## config.mk

```make
export PLATFORM = sky130hd
export DESIGN_NAME = des_decrypt_key_sched
export DESIGN_NICKNAME = d
export VERILOG_FILES = /design/src/rtl/des_decrypt_key_sched.sv
export SDC_FILE = /design/constraint.sdc
export NUM_CORES = 1
export LEC_CHECK = 0
export ABC_AREA = 1
export CORE_UTILIZATION = 52
export DETAILED_ROUTE_END_ITERATION = 10
export GPL_TIMING_DRIVEN = 0
export PLACE_DENSITY = 0.87
export SYNTH_ARGS = -nofsm -noshare
export SYNTH_HDL_FRONTEND = slang
export SYNTH_SLANG_ARGS = --single-unit
export TNS_END_PERCENT = 10
```

## constraint.sdc

```tcl
create_clock -name i_clk -period 3.27 [get_ports i_clk]
set_clock_uncertainty 0.15 [all_clocks]
set_input_delay 0.4905 -clock i_clk [delete_from_list [all_inputs] [get_ports i_clk]]
set_output_delay 0.4905 -clock i_clk [all_outputs]
set_load 0.01 [all_outputs]
```

## src/rtl/des_decrypt_key_sched.sv

```systemverilog
// DES decryption key schedule: PC-1 load, then K16..K1 via right-rotating C/D over valid/ready beats.
// Optional DES_KEY_PARITY_CHECK_EN rejects keys whose bytes lack odd parity.
module des_decrypt_key_sched (
    input  logic        i_clk,
    input  logic        i_rst_n,
    input  logic        i_start,
    input  logic [63:0] i_key,
    input  logic        i_ready,
    output logic [47:0] o_rd_key,
    output logic        o_rd_key_valid,
    output logic [3:0]  o_round,
    output logic        o_busy,
    output logic        o_done,
    output logic        o_parity_err
);

    typedef enum logic [1:0] {
        S_IDLE,
        S_EMIT,
        S_DONE
    } state_t;

    // FIPS 46-3 bit numbers; bit 1 is the MSB of the source vector
    localparam int unsigned PC1_TAB [56] = '{
        57, 49, 41, 33, 25, 17,  9,  1, 58, 50, 42, 34, 26, 18,
        10,  2, 59, 51, 43, 35, 27, 19, 11,  3, 60, 52, 44, 36,
        63, 55, 47, 39, 31, 23, 15,  7, 62, 54, 46, 38, 30, 22,
        14,  6, 61, 53, 45, 37, 29, 21, 13,  5, 28, 20, 12,  4
    };

    localparam int unsigned PC2_TAB [48] = '{
        14, 17, 11, 24,  1,  5,  3, 28, 15,  6, 21, 10,
        23, 19, 12,  4, 26,  8, 16,  7, 27, 20, 13,  2,
        41, 52, 31, 37, 47, 55, 30, 40, 51, 45, 33, 48,
        44, 49, 39, 56, 34, 53, 46, 42, 50, 36, 29, 32
    };

    function automatic logic [55:0] pc1(input logic [63:0] k);
        logic [55:0] r;
        r = '0;
        for (int unsigned i = 0; i < 56; i++) begin
            r[6'(55 - i)] = k[6'(64 - PC1_TAB[i])];
        end
        return r;
    endfunction

    function automatic logic [47:0] pc2(input logic [55:0] cd);
        logic [47:0] r;
        r = '0;
        for (int unsigned i = 0; i < 48; i++) begin
            r[6'(47 - i)] = cd[6'(56 - PC2_TAB[i])];
        end
        return r;
    endfunction

    function automatic logic [27:0] rotr(input logic [27:0] x, input logic two);
        return two ? {x[1:0], x[27:2]} : {x[0], x[27:1]};
    endfunction

    state_t      state;
    logic [27:0] c_reg;
    logic [27:0] d_reg;
    logic [3:0]  round;
    logic        two_step;
    logic        key_ok;

    // Round 16 is held as 4'd0 so the counter wraps naturally into 15 on the first step
    always_comb begin
        two_step = 1'b1;
        if (round inside {4'd0, 4'd1, 4'd2, 4'd9}) begin
            two_step = 1'b0;
        end
    end

`ifdef DES_KEY_PARITY_CHECK_EN
    assign key_ok = (^i_key[63:56]) & (^i_key[55:48]) & (^i_key[47:40]) & (^i_key[39:32])
                  & (^i_key[31:24]) & (^i_key[23:16]) & (^i_key[15:8])  & (^i_key[7:0]);

    always_ff @(posedge i_clk or negedge i_rst_n) begin
        if (!i_rst_n) begin
            o_parity_err <= 1'b0;
        end else if (state == S_IDLE && i_start) begin
            o_parity_err <= ~key_ok;
        end
    end
`else
    assign key_ok       = 1'b1;
    assign o_parity_err = 1'b0;
`endif

    always_ff @(posedge i_clk or negedge i_rst_n) begin
        if (!i_rst_n) begin
            state          <= S_IDLE;
            c_reg          <= '0;
            d_reg          <= '0;
            round          <= '0;
            o_rd_key_valid <= 1'b0;
            o_busy         <= 1'b0;
            o_done         <= 1'b0;
        end else begin
            case (state)
                S_IDLE: begin
                    o_done <= 1'b0;
                    if (i_start && key_ok) begin
                        {c_reg, d_reg} <= pc1(i_key);
                        round          <= 4'd0;
                        state          <= S_EMIT;
                        o_rd_key_valid <= 1'b1;
                        o_busy         <= 1'b1;
                    end
                end
                S_EMIT: begin
                    if (o_rd_key_valid && i_ready) begin
                        if (round == 4'd1) begin
                            state          <= S_DONE;
                            o_rd_key_valid <= 1'b0;
                            o_busy         <= 1'b0;
                            o_done         <= 1'b1;
                        end else begin
                            c_reg <= rotr(c_reg, two_step);
                            d_reg <= rotr(d_reg, two_step);
                            round <= round - 4'd1;
                        end
                    end
                end
                S_DONE: begin
                    o_done <= 1'b0;
                    state  <= S_IDLE;
                end
                default: begin
                    state          <= S_IDLE;
                    o_rd_key_valid <= 1'b0;
                    o_busy         <= 1'b0;
                    o_done         <= 1'b0;
                end
            endcase
        end
    end

    assign o_rd_key = pc2({c_reg, d_reg});
    assign o_round  = round;

endmodule

```

Word level (Yosys, flattened, before mapping)
Index checks and enable logic that the tools add are counted.
{ "word_totals": {"regBits": 64, "input_bits": 68, "wordCells": 51} }
{ "op_classes": {"n_addsub": 1, "eq_ne": 9, "n_mux": 25, "bitwise": 1, "reduce_logical": 9} }
{ "op_table": {"columns": ["cell", "count"], "rows": [
  ["$mux W28", 8],
  ["$pmux W28 S2", 2],
  ["$mux W4", 3],
  ["$ne A2 B2 Y1 const B", 4],
  ["$pmux W4 S2", 1],
  ["$reduce_and A4 Y1", 2],
  ["$mux W1", 6],
  ["$mux W2", 3],
  ["$eq A4 B1 Y1 const B", 1],
  ["$eq A4 B2 Y1 const B", 1],
  ["$eq A4 B4 Y1 const B", 1],
  ["$logic_not A4 Y1", 1],
  ["$pmux W2 S2", 1],
  ["$reduce_bool A4 Y1", 1],
  ["$sub A4 B1 Y4 const B", 1],
  ["$pmux W1 S3", 1],
  ["$reduce_and A3 Y1", 1],
  ["$eq A2 B1 Y1 const B", 1],
  ["$eq A2 B2 Y1 const B", 1],
  ["$logic_not A2 Y1", 1],
  ["$reduce_and A2 Y1", 1],
  ["$reduce_bool A2 Y1", 1],
  ["$logic_and A1 B1 Y1", 1],
  ["$not A1 Y1", 1]
]} }

Depth between registers and ports, before layout
{ "depth": {"depth_word": 6, "ltp_mapped": 12, "mapped_depth_nobuf": 10} }

Worst setup path before layout
OpenSTA, ideal clock, no wires.
{ "synth_path": {"path_kind": "flip-flop to flip-flop", "startpoint": "register round[0] (netlist: o_round[0])", "endpoint": "register d_reg[10]", "arrival_ns": 1.403, "required_time_ns": 2.999, "path_slack_ns": 1.596, "path_stages_with_launch": 12, "n_path_buf": 2, "period_less_slack_ns": 1.674, "path_cell_list": "dfrtp_1 -> inv_1 -> ha_1 -> inv_1 -> nand2_1 -> nand2_2 -> buf_4 -> buf_2 -> nand3_1 -> nand2_1 -> nand2_1 -> nand3_2"} }
{ "synth_between": {"elab_chain_len": 6} }
{ "synth_lines": {"columns": ["item", "line_no", "text"], "rows": [
  ["from (decl)", "63", "logic [3:0] round;"],
  ["from (signal assigned)", "122", "round <= round - 4'd1;"],
  ["$eq A4 B1 Y1, or another cell as far along", "70, 114", null],
  ["$reduce_bool A4 Y1", "70", "if (round inside {4'd0, 4'd1, 4'd2, 4'd9}) begin"],
  ["$mux W28", "57", "return two ? {x[1:0], x[27:2]} : {x[0], x[27:1]};"],
  ["$mux W28", "114", "if (round == 4'd1) begin"],
  ["$mux W28", "113", "if (o_rd_key_valid && i_ready) begin"],
  ["$pmux W28 S2", "101", "case (state)"],
  ["to (signal assigned)", "105", "{c_reg, d_reg} <= pc1(i_key);"],
  ["to (signal assigned)", "121", "d_reg <= rotr(d_reg, two_step);"],
  ["to (decl)", "62", "logic [27:0] d_reg;"]
]} }
Parallel ways exist; a longest one is shown, timed or not. The select of a mux whose other input is x is not followed.
A chain may end at the register's enable or synchronous reset.

Worst setup path in the final report
{ "layout_path": {"startpoint": "register d_reg[1]", "endpoint": "output port o_rd_key[18]"} }
{ "layout_rtl": {"columns": ["item", "line_no", "text"], "rows": [
  ["to (decl)", "9", "output logic [47:0] o_rd_key,"]
]} }
No word-level cell between the ends.

==> results.md <==
- Core Util, Final: 0.7279
- YS warnings: 0
- TritonCTS clock tree: built
- Vias in the first global route: around 4000
- Die area: ~0.0084 mm2
- Max-cap violations: 0
- Reg2reg setup slack: approximately 1.4 ns
- GR Util met1: 0.3615
- Inserted Clock Buffers: 9
- Initial Util: 0.5412
- Grt peak-use layer: met2
- Remaining DRCs: 0
- Commonest non-fill, non-tap cell in the layout: nand2_1
- Cell family with most CP delay: buffers and inverters
- Synth Area per Inst: around 7 um2
- Mux contribution to synthesized area: 0
- Area Overhead vs Synth: 34.49%
- Max stage delay cell, worst path: clkdlybuf4s50_1
- Clock latency on the worst-skew pair: about 0.34 ns
- Clock tree sinks: 64
- Setup Crit Path Kind: reg -> out
- Worst setup SP type: flip-flop
- First-pass GRT wire length: approximately 19000 um
- GRT Total Usage: 0.2766
- P_leak: just under 3 nW
- Yosys reg bits: between 60 and 70
- Main combinational cell family by area after synthesis: simple AND/OR/NAND/NOR gates
- Met2 Resource Use GR: 0.4726
- RSZ-0062 raised after global routing: no
- Top-area cell type share of the netlist area: 0.3810
- Final Max Slew Viols: 0
- Period utilisation layout: 0.6341
- Unique masters post-synth: 23
- Drt first pass iters: 5
- # hold bufs at CTS: 0
- Ant. Diodes: 0
- CP Max Fanout: 4
- Slew @ Worst Pin: 0.8191 ns
- Worst path max stage delay: about 0.55 ns
- Core footprint: between 0.007 and 0.008 mm2
- WP data required: 2.63 ns
- Die X: 91.92 um
- Vias per cell: 5.158
- Synth Area in Compound Gates: 0.008929
- Share of layout cells above drive strength 1: 0.1607
- Placement row count: 32
- Post-CTS sizing: 0
- Clk buf depth: 2
- Routed length per instance: 13.56 um
- Min Tclk post-route: 2.074 ns
- Final #Nets: 795
- Pwr dens: roughly 1100 mW/mm2
- Area fraction in and, or, nand and nor cells after synthesis: 0.4280
- Final Wtd Congestion: between 0.8 and 0.9
- Max IR drop VDD: approximately 0.00052 V
- Synth top area cells: dfrtp_1 (38%), nand2_1 (27%), nand3_1 (13%), buf_4 (9.5%), buf_6 (4.0%)
- Port bufs: approximately 110
- GRT met3 Usage: 0.03897
- Initial DRC count: a little over 400
- Hold crit path type: in -> async
- Critical path, cell by cell: buf_4 > clkdlybuf4s50_1
- Worst Path Arrival: between 1 and 1.5 ns
- XOR/XNOR share of the synthesized area: 0.002083
- Total wire length: around 11000 um
- Die Y: 91.92 um
- Mapped Area: about 0.0042 mm2
- Post-DP HPWL: about 8000 um
- Post-synth net total: between 600 and 700
- Max Freq: about 0.48 GHz
- Outcome: finished clean
- Final setup vio count: 0
- Gr ovfl total: 0
- Post-DP Area: ~0.0055 mm2
- Rel. slew slack: 0.4539
- Largest net degree at the start of global routing: 65
- Via Count: about 4300
- Post-Synth Adder-Cell Area: 0.01190
- Final Cell Area: roughly 0.0057 mm2
- Initial antenna violation count: 0
- CP bufs+invs: 2
- CTS H-Tree Depth: 3
- Final Power: between 5 and 6 mW
- Worst setup EP type: primary output
- Gate Count Post-Synth: approximately 600
- Top Ports: 124
- CTS clk-pin slew, worst paths: about 0.070 ns
- Hold Fails Final Rpt: 0
- Antenna Nets Post-Route: 0
- Most frequent cells in the layout: nand2_1 (297), clkdlybuf4s50_1 (113), nand3_1 (109)
- Cell taking the most area after synthesis: dfrtp_1
- Post-CTS Setup Inserts: 0
- Sequential fraction of the synthesis area: 0.3810
- Root Buffer: clkbuf_8
-- per-layer routing --
metal / vias up / wire length [um]
li1: 2079 / -
met1: 1989 / 4669
met2: 193 / 5568
met3: 20 / 812
met4: 0 / 207
met5: - / 0
-- cells in the mapped netlist --
| library cell | instances |
|---|---|
| nand2_1 | 297 |
| nand3_1 | 109 |
| dfrtp_1 | 64 |
| buf_4 | 53 |
| buf_2 | 16 |
| buf_6 | 15 |
| inv_1 | 11 |
| nand3_2 | 7 |
| ha_1 | 4 |
| nor2_1 | 4 |
| clkbuf_1 | 2 |
| inv_2 | 2 |
| nand2_2 | 2 |
| o21ai_0 | 2 |
| o21ai_2 | 2 |
| a21oi_1 | 1 |
| conb_1 | 1 |
| nand2_4 | 1 |
| nand4_2 | 1 |
| nor2_2 | 1 |
| nor2_4 | 1 |
| o21ai_1 | 1 |
| xor2_1 | 1 |
-- logic make-up (layout without fill, tap and decap cells) --
logic type                 count (synthesis)  in the layout
and+or+nand+nor                          423            423
buffers and inverters                     99            229
DFF                                       64             64
AOI/OAI and AO/OA                          6              6
adders and majority gates                  4              4
other                                      1              1
xor gates and xnor gates                   1              1
-- final cells by class --
cell class | count | area (um2)
Clock inverter | 3 | 15.01
Tap cell | 102 | 127.6
Inverter | 13 | 48.80
Clock buffer | 13 | 168.9
Fill cell | 626 | 2113
Multi-Input combinational cell | 435 | 1899
Timing Repair Buffer | 114 | 1139
Sequential cell | 64 | 1602
Buffer | 86 | 654.4
-- where the power goes --
part           total, mW  switching [mW]  internal [mW]
clock              0.639           0.305          0.334
combinational       3.73            1.86           1.87
sequential          1.59           0.417           1.17
total               5.96            2.58           3.37
-- path summary, 6_finish.rpt --
path | endpoint | cells past startpoint | startpoint
max | o_rd_key[18] | 2 | d_reg[1]
min | c_reg[6] | 1 | i_rst_n
max reg2reg | c_reg[22] | 11 | o_round[0]
min reg2reg | d_reg[2] | 2 | d_reg[2]
max in group asynchronous | d_reg[12] | 1 | i_rst_n
min in group i_clk | d_reg[2] | 2 | d_reg[2]
-- through the flow --
| stage | std cells | worst slack (ns) | setup TNS, ns | hold slack, ns |
|---|---|---|---|---|
| floorplan | 598 | 1.596 | 0 | 0.04491 |
| global placement | 814 | -0.6041 | -38.36 | 0.3563 |
| detailed placement | 814 | 1.092 | 0 | 0.3597 |
| CTS | 830 | 1.192 | 0 | 0.1259 |
| global route | 830 | 1.160 | 0 | 0.1616 |
| finish | 830 | 1.196 | 0 | 0.08886 |
Power figures use the tool's default switching activity.
